File: src/rtl/wb_stub_responder.sv
// Wishbone classic responder standing in for the USB device core during bring-up:
// word RAM, ID register, transaction counter and programmable wait states before ACK.
module wb_stub_responder #(
    parameter int          DEPTH_LOG2  = 4,
    parameter int          WAIT_STATES = 1,
    parameter logic [31:0] ID_VALUE    = 32'hC0DE0401
) (
    input  logic        clk,
    input  logic        rst,
    input  logic        wb_CYC,
    input  logic        wb_STB,
    input  logic        wb_WE,
    input  logic [13:0] wb_ADR,
    input  logic [3:0]  wb_SEL,
    input  logic [31:0] wb_DAT_MOSI,
    output logic [31:0] wb_DAT_MISO,
    output logic        wb_ACK,
    output logic        busy
);

    localparam int          DEPTH   = 1 << DEPTH_LOG2;
    localparam logic [13:0] ADR_ID  = 14'h1000;
    localparam logic [13:0] ADR_CNT = 14'h1001;
    localparam logic [13:0] ADR_CFG = 14'h1002;

    typedef enum logic [1:0] {S_IDLE, S_WAIT, S_ACK} state_t;

    state_t      state_q;
    logic [13:0] adr_q;
    logic        we_q;
    logic [3:0]  sel_q;
    logic [31:0] dat_q;
    logic [3:0]  wait_ctr_q;
    logic [3:0]  wait_cfg_q;
    logic [3:0]  wait_cfg_d;
    logic [15:0] txn_count_q;
    logic [15:0] txn_count_d;
    logic        ack_q;
    logic        busy_q;
    logic [31:0] miso_q;
    logic [31:0] mem [DEPTH];

    logic                  req;
    logic                  enter_ack;
    logic [13:0]           t_adr;
    logic                  t_we;
    logic [3:0]            t_sel;
    logic [31:0]           t_dat;
    logic                  t_ram;
    logic [DEPTH_LOG2-1:0] t_idx;
    logic [31:0]           rdata;

    assign req = wb_CYC & wb_STB;

    // With zero wait states the commit happens on the sampling edge itself,
    // so the transaction fields come straight from the bus in IDLE.
    always_comb begin
        enter_ack = 1'b0;
        t_adr     = adr_q;
        t_we      = we_q;
        t_sel     = sel_q;
        t_dat     = dat_q;
        case (state_q)
            S_IDLE: begin
                t_adr     = wb_ADR;
                t_we      = wb_WE;
                t_sel     = wb_SEL;
                t_dat     = wb_DAT_MOSI;
                enter_ack = req && (wait_cfg_q == 4'd0);
            end
            S_WAIT:  enter_ack = req && (wait_ctr_q <= 4'd1);
            default: enter_ack = 1'b0;
        endcase
    end

    always_comb begin
        t_ram = (t_adr[13:12] == 2'b00);
        t_idx = t_adr[DEPTH_LOG2-1:0];
        rdata = 32'h0;
        if (t_ram) begin
            rdata = mem[t_idx];
        end else begin
            case (t_adr)
                ADR_ID:  rdata = ID_VALUE;
                ADR_CNT: rdata = {16'h0, txn_count_q};
                ADR_CFG: rdata = {28'h0, wait_cfg_q};
                default: rdata = 32'h0;
            endcase
        end
    end

    // A clearing write to the counter wins over the increment of its own ACK.
    always_comb begin
        txn_count_d = txn_count_q + 16'd1;
        if (t_we && (t_adr == ADR_CNT) && (|t_sel)) begin
            txn_count_d = 16'h0;
        end
        wait_cfg_d = wait_cfg_q;
        if (t_we && (t_adr == ADR_CFG) && t_sel[0]) begin
            wait_cfg_d = t_dat[3:0];
        end
    end

    always_ff @(posedge clk or posedge rst) begin
        if (rst) begin
            state_q     <= S_IDLE;
            adr_q       <= 14'h0;
            we_q        <= 1'b0;
            sel_q       <= 4'h0;
            dat_q       <= 32'h0;
            wait_ctr_q  <= 4'h0;
            wait_cfg_q  <= 4'(WAIT_STATES);
            txn_count_q <= 16'h0;
            ack_q       <= 1'b0;
            busy_q      <= 1'b0;
            miso_q      <= 32'h0;
        end else begin
            ack_q  <= 1'b0;
            miso_q <= 32'h0;
            if (enter_ack) begin
                ack_q       <= 1'b1;
                miso_q      <= t_we ? 32'h0 : rdata;
                txn_count_q <= txn_count_d;
                wait_cfg_q  <= wait_cfg_d;
            end
            case (state_q)
                S_IDLE: begin
                    if (req) begin
                        adr_q      <= wb_ADR;
                        we_q       <= wb_WE;
                        sel_q      <= wb_SEL;
                        dat_q      <= wb_DAT_MOSI;
                        wait_ctr_q <= wait_cfg_q;
                        busy_q     <= 1'b1;
                        state_q    <= (wait_cfg_q == 4'd0) ? S_ACK : S_WAIT;
                    end
                end
                S_WAIT: begin
                    if (!req) begin
                        state_q <= S_IDLE;
                        busy_q  <= 1'b0;
                    end else if (wait_ctr_q <= 4'd1) begin
                        state_q <= S_ACK;
                    end else begin
                        wait_ctr_q <= wait_ctr_q - 4'd1;
                    end
                end
                S_ACK: begin
                    state_q <= S_IDLE;
                    busy_q  <= 1'b0;
                end
                default: begin
                    state_q <= S_IDLE;
                    busy_q  <= 1'b0;
                end
            endcase
        end
    end

    // RAM holds its contents across reset; the reset edge itself never commits.
    always_ff @(posedge clk) begin
        if (!rst && enter_ack && t_we && t_ram) begin
            for (int i = 0; i < 4; i++) begin
                if (t_sel[i]) begin
                    mem[t_idx][8*i +: 8] <= t_dat[8*i +: 8];
                end
            end
        end
    end

    assign wb_ACK      = ack_q;
    assign wb_DAT_MISO = miso_q;
    assign busy        = busy_q;

endmodule

File: config.mk
export PLATFORM = sky130hd
export DESIGN_NAME = wb_stub_responder
export DESIGN_NICKNAME = d
export VERILOG_FILES = /design/src/rtl/wb_stub_responder.sv
export SDC_FILE = /design/constraint.sdc
export NUM_CORES = 1
export LEC_CHECK = 0
export ABC_AREA = 0
export CAP_MARGIN = 10
export CORE_MARGIN = 3
export CORE_UTILIZATION = 50
export CTS_CLUSTER_DIAMETER = 200
export DETAILED_ROUTE_END_ITERATION = 10
export PLACE_DENSITY = 0.67
export SLEW_MARGIN = 25
export SYNTH_ARGS = -nofsm -noshare
export SYNTH_HDL_FRONTEND = slang
export SYNTH_SLANG_ARGS = --single-unit
File: constraint.sdc
create_clock -name clk -period 5 [get_ports clk]
set_input_delay 0.5 -clock clk [delete_from_list [all_inputs] [get_ports clk]]
set_output_delay 0.5 -clock clk [all_outputs]
set_load 0.005 [all_outputs]
==> results of run 1 <==
per-layer routing:
layer / global-route usage, % / wire [microns]
met1: 34.38 / 25120
met5: 0 / 0
met3: 4.072 / 4603
met2: 38.46 / 29260
met4: 7.218 / 1524
placed cells by master (no fill, tap or decap), types with 11 or more instances in the layout:
cell | synthesis | layout
sky130_fd_sc_hd__dfrtp_1 | 110 | 110
sky130_fd_sc_hd__clkinv_1 | 0 | 12
sky130_fd_sc_hd__nand4_1 | 30 | 30
sky130_fd_sc_hd__nor2_2 | 11 | 13
sky130_fd_sc_hd__clkdlybuf4s50_1 | 0 | 88
sky130_fd_sc_hd__mux4_2 | 16 | 16
sky130_fd_sc_hd__and3_1 | 11 | 11
sky130_fd_sc_hd__clkbuf_16 | 0 | 61
sky130_fd_sc_hd__edfxtp_1 | 512 | 512
sky130_fd_sc_hd__clkbuf_1 | 51 | 13
sky130_fd_sc_hd__buf_4 | 2 | 27
sky130_fd_sc_hd__o21ai_0 | 121 | 119
sky130_fd_sc_hd__o21ai_1 | 16 | 16
sky130_fd_sc_hd__mux2_2 | 59 | 57
sky130_fd_sc_hd__nand2_1 | 133 | 133
sky130_fd_sc_hd__a21oi_1 | 43 | 42
sky130_fd_sc_hd__o22ai_1 | 227 | 227
sky130_fd_sc_hd__nor2_1 | 75 | 72
stage by stage:
step                utilization (%)  instance area [sq um]  power, W  cells
finish                        58.54                  27490   0.01141   2313
global route                  58.54                  27490   0.01178   2313
floorplan                         -                  23920  0.006507   1567
CTS                           58.50                  27470   0.01146   2312
detailed placement            54.23                  25460  0.006888   2200
global placement              54.23                  25460  0.006862   2200
registers in the layout (all words and copies together), names as in the netlist, 2 cells and up:
name / cells
state_q: 2
wait_cfg_q: 4
adr_q: 14
wb_DAT_MISO: 32
txn_count_q: 16
wait_ctr_q: 4
sel_q: 4
dat_q: 32
mem: 512
worst max-delay path by stage:
stage	endpoint	slack [ns]	startpoint	cells after the start
3_5_place_dp	mem[8][11]	1.13	state_q[0]	6
4_1_cts	mem[10][13]	1.07	state_q[0]	6
3_3_place_gp	mem[8][11]	1.23	state_q[0]	6
6_report	mem[10][13]	0.99	state_q[0]	6
5_1_grt	mem[8][11]	0.82	state_q[0]	6
2_1_floorplan	mem[10][10]	0.47	rst	6
kinds of logic (layout without fill, tap and decap cells):
| family | after synthesis | after routing | share of synthesized area [%] |
|---|---|---|---|
| xor gates and xnor gates | 6 | 6 | 0.2197 |
| AOI/OAI and AO/OA | 442 | 442 | 10.95 |
| DFF | 623 | 623 | 75.89 |
| and+or+nand+nor | 311 | 311 | 6.172 |
| adders and majority gates | 3 | 3 | 0.1569 |
| muxes | 82 | 82 | 4.666 |
| buffers and inverters | 100 | 239 | 1.951 |
final cells by class:
cell class	instances	share of cell area, %
clock buffers	74	5.731
clock inverters	38	1.561
inverters	7	0.1047
multi-input cells	844	19.50
flip-flops and latches	623	66.05
well taps	607	2.763
repair buffers	120	4.288
power by group through the flow:
stage | combinational, W | sequential, W | clock [W]
3_3_place_gp | 0.000891 | 0.00597 | 0
6_report | 0.000921 | 0.00587 | 0.00461
2_1_floorplan | 0.000567 | 0.00594 | 0
4_1_cts | 0.000917 | 0.00587 | 0.00467
5_1_grt | 0.000993 | 0.00588 | 0.00491
3_5_place_dp | 0.000912 | 0.00598 | 0
==> results list, run 1 <==
- Clock slew at reported path FFs: 0.06 ns
- Summed over all instances, the cell type with the most area after synthesis is sky130_fd_sc_hd__edfxtp_1.
* Syn avg cell area: 15.27 sq um
- Yosys mapped the design onto 56 distinct sky130hd cell types.
- The analysis attributes to cell leakage a power of 9.235 nW.
* WL final: 60.51 mm
- In this run the tightest slew margin relative to its limit is 30.48%.
- The clock tree synthesis step divided the H-tree into 2 levels.
* Antenna-violating nets left: 0
- For hold timing, the worst endpoint is dat_q[4].
* Std-Cell Core Area: 0.04695 sq mm
- Switching share of power: 22.80%
- Multi-input gate area: 0.005360 sq mm
- Fin. Hold Viols: 0
- WL per Instance: 26.16 microns
- The largest single stage delay on the critical path is 0.79 ns.
- Part of the total power dissipated in the clock network: 40.4%
- Endpoint of the worst-slack reg-to-reg timing path: mem[10][13]
- 0 antenna diodes ended up in the layout.
* Standard-cell rows: 79
* Total Negative Setup Slacks: 0 ns
- Data required, critical path: 5.22 ns
- Proportion of layout cells with a drive suffix above 1: 13.66%
* Worst path setup slack after routing: 0.9877 ns
- HP Class: flip-flop to flip-flop
* Startpoint type of the worst setup path: flip-flop
- Yosys printed 0 warnings.
* Series of cell instances along the critical path: nor2_4 > buf_4 > nand3b_1 > nand2_1 > nand2_1 > nor2_1
- CTS resizes: 0
* Pre-Repair DR Iteration Count: 5
- Sum of buffers and inverters on the critical path: 1
- Root Buffer: sky130_fd_sc_hd__clkbuf_16
- The clock passes through at most 3 buffers.
- Internal power: 0.008805 W
- Net switching power: 0.002601 W
* Status: completed
- Slowest cell on crit path: sky130_fd_sc_hd__nor2_1
- Worst ir drop on vdd: 339.4 uV
- Post-CTS timing repair inserted 0 buffers for setup.
- Final weighted congestion in routability-driven placement: 0.8162
* Netlist Area Pre-Place: 0.02392 sq mm
- Async set or reset register ratio after synthesis: 17.82%
* Count of final setup violators: 0
- Library cell with the highest instance count after synthesis: sky130_fd_sc_hd__edfxtp_1
* Area of the die: 0.05050 sq mm
- Post-synthesis sequential element count: 623
- Along the worst hold path, the cell count comes to 1.
* # clock sinks: 623
- The worst setup path is of the flip-flop to flip-flop kind.
* Setup slack at placement: 1.130 ns
- Count of mapped cells out of synthesis: 1,567
- At the pin with the least slew margin, the transition time is 1.023 ns.
- I/O pin cnt: 89
- For this block, the via count after detailed routing is 14,450.
- WP data arrival: 4.23 ns
* Most numerous cell on the critical path: sky130_fd_sc_hd__nand2_1
* Source of the worst hold timing path: dat_q[4]
- The total overflow left after global routing is 0.
* Max-slew violation count: 0
- Synth-to-Final Area Change: 14.90%
- By area the synthesized netlist is led by sky130_fd_sc_hd__edfxtp_1 64%, sky130_fd_sc_hd__dfrtp_1 12%, sky130_fd_sc_hd__o22ai_1 5.9%.
* RR Startpoint: state_q[0]
* Largest net degree at the start of global routing: 70
- Sequential cells account for 51.5% of the total power.
- Number of design-rule violations left by the first detailed-router iteration: 1,654
- Post-cts hold buffer count: 0
- The floorplan step set the die width to 224.7 microns.
* HPWL reported at the end of detailed placement: 37.51 mm
- TritonCTS built the clock tree.
- In the global route stage, overall resource usage came out at 24.03%.
- Yosys mapped a number of flops with a built-in enable equal to 512.
* # port buffers: 88
* Net count after synthesis: 1,625
- In this run the worst path has a maximum fanout of 25.
- Based on the critical path, the design can be clocked at up to 249.2 MHz.
- Share of the synthesized area in the top cell type: 64.27%
* Clock network latency to the later pin of the worst-skew pair: 0.63 ns
- Fillers: 3,488
- Top flip-flop cell by instance count after synthesis: sky130_fd_sc_hd__edfxtp_1
- Hold timing on the final database bottoms out at a slack of 0.5081 ns.
- The via count of the first global-routing pass was 14,330.
- From bottom edge to top edge, the die measures 224.7 microns.
* Family with the most delay on the worst path: simple AND/OR/NAND/NOR gates
- Initial Utilization: 50.95%
- Fin crit period: 4.012 ns
* Vias per cell: 6.249
- Register area share after synthesis: 75.89%
- For this design the ratio of total power to cell area is 415.0 mW/mm^2.
- The number of clock buffers added by TritonCTS is 60.
- The worst setup path is captured at a flip-flop.
* Gate power share: 8.1%
- Max Clock Skew: 0.02778 ns
* Leading cell types by count after synthesis: 512 x sky130_fd_sc_hd__edfxtp_1, 227 x sky130_fd_sc_hd__o22ai_1, 133 x sky130_fd_sc_hd__nand2_1
- Setup repair after global routing left no endpoint under its margin.
- First-pass GRT wire length: 90.85 mm
- Sequential cell area: 0.01815 sq mm
- Number of antenna violations at the first check in global routing: 0
- Post-route clock period utilization: 80.25%
* Register-to-Register Setup Slack: 0.99 ns
- Cell count of the worst reg-to-reg path: 6
- Max_cap viols: 0
- For this run, design rule violations remaining after detail routing come to 0.
- Fin nets: 1,714
No activity file was read; power rests on OpenSTA's default activity.
==> run 2: changes to the inputs <==
Settings changed: PLACE_DENSITY 0.67 to 0.7.
Clock period 5 ns to 3.3 ns, I/O delays scaled along.
==> results list, run 2 (synthesis gave the netlist of run 1 again) <==
- The endpoint identified for the worst register-to-register timing path is mem[13][7].
- The area of the die came to 0.05050 sq mm (unchanged).
- The power per cell area is 608.1 mW/mm^2 (+47%).
- WL per Instance: 25.61 microns (-2.1%)
- The CTS clock-pin slew for the worst setup and hold paths is 0.06 ns (about the same).
* Number of antenna violations at the first check in global routing: 1 (+1)
- Setup repair after global routing left no endpoint under its margin.
- Setup slack at placement: 0.2875 ns (-0.8424 ns)
- Number of flip-flops under the largest register name: 512 (unchanged)
* Standard-cell rows: 79 (unchanged)
- The total congestion overflow is 0 (unchanged).
* Register-to-Register Setup Slack: 0.32 ns (-0.67 ns)
- Source of the worst hold timing path: wb_DAT_MOSI[6]
- Slew headroom: 33.35% (+2.9 points)
- The utilization after layout is 59.30% (+0.76 points).
- For hold timing, the worst endpoint is dat_q[6].
- Worst path setup slack after routing: 0.3170 ns (-0.6707 ns)
- Std-Cell Core Area: 0.04695 sq mm (unchanged)
* WP data arrival: 3.22 ns (-1.01 ns)
* Fillers: 3,403 (-2.4%)
- Series of cell instances along the critical path: or2_2 > or3_4 > o31ai_4 > nand4b_4 > or2_1 > nor2_2
- Worst hold path depth: 2 (+1)
- The hold-fix buffer count after cts came to 0 (unchanged).
- The number of DRC markers in iteration 0 is 1,953 (+18%).
* # port buffers: 88 (unchanged)
- Clock tree synthesis selected as its root buffer the cell sky130_fd_sc_hd__clkbuf_16.
* Count of final setup violators: 0 (unchanged)
- First-pass GRT wire length: 91.51 mm (+0.74%)
* Power Total: 0.01693 W (+48%)
- TritonCTS clock tree: yes
- Clock network latency to the later pin of the worst-skew pair: 0.62 ns (about the same)
- The path class of the tightest hold or removal check is primary input to flip-flop.
- Via count of the first global-routing pass: 14,850 (+3.6%)
* Count of buffers added by post-CTS timing repair for setup: 0 (unchanged)
- # H-tree levels: 2 (unchanged)
- Slowest Stage Delay on Critical Path: 0.54 ns (-0.25 ns)
* Most common cell after layout, fill and taps aside: sky130_fd_sc_hd__edfxtp_1
* Synth-to-Final Area Change: 16.40%
- Final worst hold slack: 0.3638 ns (-0.1443 ns)
- Antenna-violating nets left: 0 (unchanged)
- Leakage power of the design: 9.521 nW (+3.1%)
* Maximum number of buffers from clock root to sink: 3 (unchanged)
* WL final: 60.61 mm (+0.17%)
- Count of unresolved DRC violations after routing: 0 (unchanged)
- Vias per cell: 6.197 (-0.83%)
- In the layout the commonest cells are 512 x sky130_fd_sc_hd__edfxtp_1, 227 x sky130_fd_sc_hd__o22ai_1, 133 x sky130_fd_sc_hd__nand2_1.
- The post-cts sizing count was 0 (unchanged).
- Cell count of the worst reg-to-reg path: 6 (unchanged)
- The largest individual stage delay along the critical path comes from the cell sky130_fd_sc_hd__dfrtp_1.
- Maximum clock frequency: 335.2 MHz (+35%)
* Ant. Diodes: 0 (unchanged)
- Total track usage: 24.08% (+0.047 points)
- The actual slew at the worst max-slew pin was 0.9932 ns (-0.02944 ns).
- The minimum period implied by the final worst setup slack was 2.983 ns (-1.029 ns).
- Initial Utilization: 50.95% (unchanged)
* Largest net degree at the start of global routing: 69 (-1.4%)
- The number of slew-limit violations in the final report came to 0 (unchanged).
- TritonCTS Buffers: 59 (-1.7%)
* Proportion of layout cells with a drive suffix above 1: 16.14% (+2.5 points)
- Fin. Hold Viols: 0 (unchanged)
* Post-DP Area: 0.02596 sq mm (+2.0%)
* Startpoint type of the worst setup path: flip-flop
- Max Clock Skew: 0.02446 ns (-0.003328 ns)
- Final weighted congestion in routability-driven placement: 0.8616 (+5.6%)
* Final non-filler cell area: 0.02784 sq mm (+1.3%)
- The die boundary height is 224.7 microns (unchanged).
- The largest fanout of any net on the critical path came to 16 (-36%).
* # clock sinks: 623 (unchanged)
* I/O pin cnt: 89 (unchanged)
- The vias after detailed routing is 14,670 (+1.5%).
- Ranked by flip-flop count, first place goes to mem.
* Post-route clock period utilization: 90.39% (+10 points)
- The maximum vdd ir drop is 405.5 uV (+19%).
- The area of combinational cells with multiple inputs came to 0.005348 sq mm (-0.23%).
* Pre-Repair DR Iteration Count: 6 (+1)
- The number of max-cap violations was 0 (unchanged).
- Sequential cell area: 0.01815 sq mm (unchanged)
- The required time at the worst-slack endpoint came to 3.54 ns (-1.68 ns).
* Fin nets: 1,771 (+3.3%)
- HPWL reported at the end of detailed placement: 38.43 mm (+2.5%)
* Status: completed
- Critical path class: flip-flop to flip-flop
- CP endpoint kind: flip-flop
- The startpoint identified for the worst register-to-register timing path is state_q[0].
* Die extent in x: 224.7 microns (unchanged)
## run 2: cell types whose count changed in the layout (fill, tap and decap cells not counted), sizes merged
cell / change
clkbuf: +11
clkinv: -5
buf: +58
inv: -3
clkinvlp: -2
bufinv: -5
## run 2: how the worst max path moves through the flow
stage | startpoint | endpoint | slack (ns) | cells past startpoint
after floorplan | rst | mem[10][16] | -0.02 | 6
after CTS | state_q[0] | wb_DAT_MISO[1] | 0.27 | 8
after detailed placement | state_q[0] | wb_DAT_MISO[1] | 0.29 | 8
final | state_q[0] | mem[13][7] | 0.32 | 6
after global routing | state_q[0] | mem[13][7] | 0.15 | 5
after global placement | state_q[0] | wb_DAT_MISO[1] | 0.31 | 8
## run 2: power breakdown
part	total, W	switching, W	internal, W
Combinational	0.00141	0.000894	0.000513
Sequential	0.00890	0.000140	0.00876
Clock	0.00662	0.00280	0.00382
Total	0.0169	0.00384	0.0131
## run 2: area by class of cell
class                      instances  share of cell area [%]
multi-input combinational        844                   19.21
tap                              607                   2.728
inverter                           7                  0.1078
timing repair buffer             178                   5.994
sequential                       623                   65.20
clock buffer                      85                   6.021
clock inverter                    23                  0.7459
## run 2: through the flow
step	setup TNS [ns]	cells
after CTS	0	2367
after global routing	0	2367
after floorplan	-3.587	1567
after global placement	0	2259
after detailed placement	0	2259
final	0	2367
## run 2: worst max-delay path: cells and delay by family (launching register included)
kind | cells | cell delay, ns
AND/OR/NAND/NOR | 5 | 1.98
flip-flops | 1 | 0.54
AO/OA/AOI/OAI | 1 | 0.08
## run 2: layer usage
| layer | global-route usage, % | vias to the layer above | routed length (microns) |
|---|---|---|---|
| li1 | - | 6449 | - |
| met3 | 3.876 | 134 | 4476 |
| met4 | 9.083 | 0 | 2287 |
| met5 | 0 | - | 0 |
| met2 | 39.15 | 694 | 29630 |
| met1 | 33.22 | 7391 | 24220 |
==> run 3: changes to the inputs <==
Settings changed: CELL_PAD_IN_SITES_DETAIL_PLACEMENT from default to 0, CELL_PAD_IN_SITES_GLOBAL_PLACEMENT from default to 2, CORE_UTILIZATION 50 to 40, PLACE_DENSITY 0.7 to default, PLACE_DENSITY_LB_ADDON from default to 0.1, SETUP_SLACK_MARGIN from default to 0.4.
==> results list, run 3 (synthesis gave the netlist of run 1 again) <==
* Fin nets: 1,785 (+0.79%)
- Among the stages of the critical path, the cell type that occurs most often is sky130_fd_sc_hd__buf_12.
* Number of flip-flops under the largest register name: 512 (unchanged)
* Die extent in x: 250.6 microns (+11%)
* Most common cell after layout, fill and taps aside: sky130_fd_sc_hd__edfxtp_1
* Total track usage: 21.42% (-2.7 points)
- Number of antenna violations at the first check in global routing: 1 (unchanged)
* Largest net degree at the start of global routing: 113 (+64%)
* Fillers: 5,089 (+50%)
- The clock latency reported for the late side of the worst-skew pair was 0.61 ns (about the same).
* Post-DP Area: 0.02631 sq mm (+1.4%)
* Standard-cell rows: 89 (+13%)
- Leakage power of the design: 9.724 nW (+2.1%)
* Proportion of layout cells with a drive suffix above 1: 19.19% (+3.1 points)
- Std-Cell Core Area: 0.05913 sq mm (+26%)
- TritonCTS clock tree: yes
* Antenna-violating nets left: 0 (unchanged)
- Setup slack at placement: 0.3048 ns (+0.01738 ns)
- Worst Tran Pin Value: 0.7547 ns (-0.2385 ns)
- The area of the die came to 0.06278 sq mm (+24%).
* Count of unresolved DRC violations after routing: 0 (unchanged)
* Slew headroom: 49.69% (+16 points)
* Clock slew at reported path FFs: 0.06 ns (about the same)
- The worst setup path is captured at a flip-flop.
* Worst path setup slack after routing: 0.5069 ns (+0.1899 ns)
- The number of buffers created by CTS is 68 (+15%).
- The placed instance count is 2,429 (+7.5%).
- Launch point of the critical path: state_q[1]
- The flow ran to the end, and the final reports show no timing, DRC or antenna violations.
* Power density cells: 625.7 mW/mm^2 (+2.9%)
- Power Total: 0.01790 W (+5.7%)
* First-pass GRT wire length: 98.12 mm (+7.2%)
- The final hold slack was 0.3132 ns (-0.05062 ns).
* Post-route clock period utilization: 84.64% (-5.8 points)
- Count of buffers added by post-CTS timing repair for setup: 0 (unchanged)
- Maximum clock frequency: 358.0 MHz (+6.8%)
- Total grt overflow: 0 (unchanged)
- Number of design-rule violations left by the first detailed-router iteration: 1,092 (-44%)
- Ranked by flip-flop count, first place goes to mem.
- The final estimated routing congestion in global placement was 0.7695 (-11%).
- The final wirelength is 67.50 mm (+11%).
- Max-slew violation count: 0 (unchanged)
* WP data arrival: 3.31 ns (+0.09 ns)
- The required time at the worst-slack endpoint is 3.82 ns (+0.28 ns).
* # port buffers: 88 (unchanged)
* HP Class: primary input to asynchronous set/reset pin
- The maximum vdd ir drop came to 451.8 uV (+11%).
* Count of final setup violators: 0 (unchanged)
- Critical path class: flip-flop to flip-flop
- The TritonCTS sink count was 623 (unchanged).
* Startpoint type of the worst setup path: flip-flop
- From synthesis to final layout, the design area changed by 19.59%.
- Setup repair after global routing could not meet its margin everywhere.
- The count of final hold-check violations was 0 (unchanged).
* Final Instance Count excl. Fillers: 2,555 (+7.9%)
* Root Buffer: sky130_fd_sc_hd__clkbuf_16
- The worst register-to-register path begins at state_q[1].
- The vias after detailed routing is 14,290 (-2.6%).
- The largest fanout of any net on the critical path was 52 (+36).
- Vertical die dimension: 250.6 microns (+11%)
- The number of buffers between clock root and the deepest sink came to 3 (unchanged).
- Slowest cell on crit path: sky130_fd_sc_hd__dfrtp_2
- # H-tree levels: 3 (+1)
- The delay of the slowest cell on the worst path was 0.49 ns (-0.05 ns).
- Max Clock Skew: 0.01757 ns (-0.006881 ns)
- Cell count of the worst reg-to-reg path: 8 (+2)
* Max_cap viols: 0 (unchanged)
* HPWL reported at the end of detailed placement: 41.65 mm (+8.4%)
- I/O pin cnt: 89 (unchanged)
- The vias per cell came to 5.592 (-9.8%).
- The minimum period implied by the final worst setup slack is 2.793 ns (-0.1899 ns).
* Final non-filler cell area: 0.02861 sq mm (+2.7%)
- Via count of the first global-routing pass: 14,430 (-2.8%)
- Commonest cells after routing, fill and taps aside: 512 x sky130_fd_sc_hd__edfxtp_1, 227 x sky130_fd_sc_hd__o22ai_1, 133 x sky130_fd_sc_hd__nand2_1
- The diode insertion count for antenna repair is 0 (unchanged).
- WL per Instance: 26.42 microns (+3.2%)
* Initial Utilization: 40.46% (-10 points)
- The first-pass detailed-route iteration total is 4 (-2).
- Series of cell instances along the critical path: or2_2 > buf_12 > mux2_4 > buf_12 > o22ai_1 > o21ai_0 > o211ai_1 > nor2_1
==> run 3: final cells by class <==
class,instances,area [sq um],share of cell area (%)
Tap cell,773,967.2,3.381
Clock inverter,36,375.4,1.312
Multi-Input combinational cell,844,5494,19.20
Clock buffer,89,1843,6.442
Inverter,7,30.03,0.1050
Timing Repair Buffer,183,1744,6.097
Sequential cell,623,18150,63.46
==> run 3: power by group <==
group | internal, W | switching, W
Combinational | 0.000527 | 0.000932
Sequential | 0.00877 | 0.000123
Clock | 0.00451 | 0.00305
Total | 0.0138 | 0.00410
==> run 3: worst max-delay path, delay by kind of cell, from the launching register on <==
kind / cells / cell delay, ns
AO/OA/AOI/OAI: 3 / 0.60
buffers and inverters: 2 / 0.56
AND/OR/NAND/NOR: 2 / 0.51
flip-flops: 1 / 0.49
multiplexers: 1 / 0.49
==> run 3: worst paths after layout <==
kind                            slack (ns)               to
worst max-delay path                  0.51  wb_DAT_MISO[28]
worst min-delay path                  0.31         adr_q[6]
worst max register to register        0.51  wb_DAT_MISO[28]
worst min register to register        0.51        dat_q[20]
max in group asynchronous             2.36        dat_q[13]
min in group clk                      0.38        dat_q[20]
==> run 3: routing by layer <==
| metal | vias up | routed length, microns | part of all wire [%] | GRT usage, % |
|---|---|---|---|---|
| li1 | 6494 | - | - | - |
| met3 | 111 | 2752 | 4.1 | 3.478 |
| met5 | - | 0 | 0 | 0 |
| met4 | 0 | 2279 | 3.4 | 7.735 |
| met2 | 331 | 32790 | 49 | 35.00 |
| met1 | 7352 | 29680 | 44 | 29.17 |
==> run 3: per-stage QoR <==
stage	util [%]	TNS, ns
global placement	44.50	0
CTS	48.27	0
global route	48.38	0
finish	48.38	0
detailed placement	44.50	0
floorplan	-	-0.2798
==> run 3: what timing repair did <==
item	CTS	global route
hold buffers	0	0
cloned	0	1
endpoints found under the setup margin	15	377
gates resized for setup	3	10
endpoints found under the hold margin	0	0
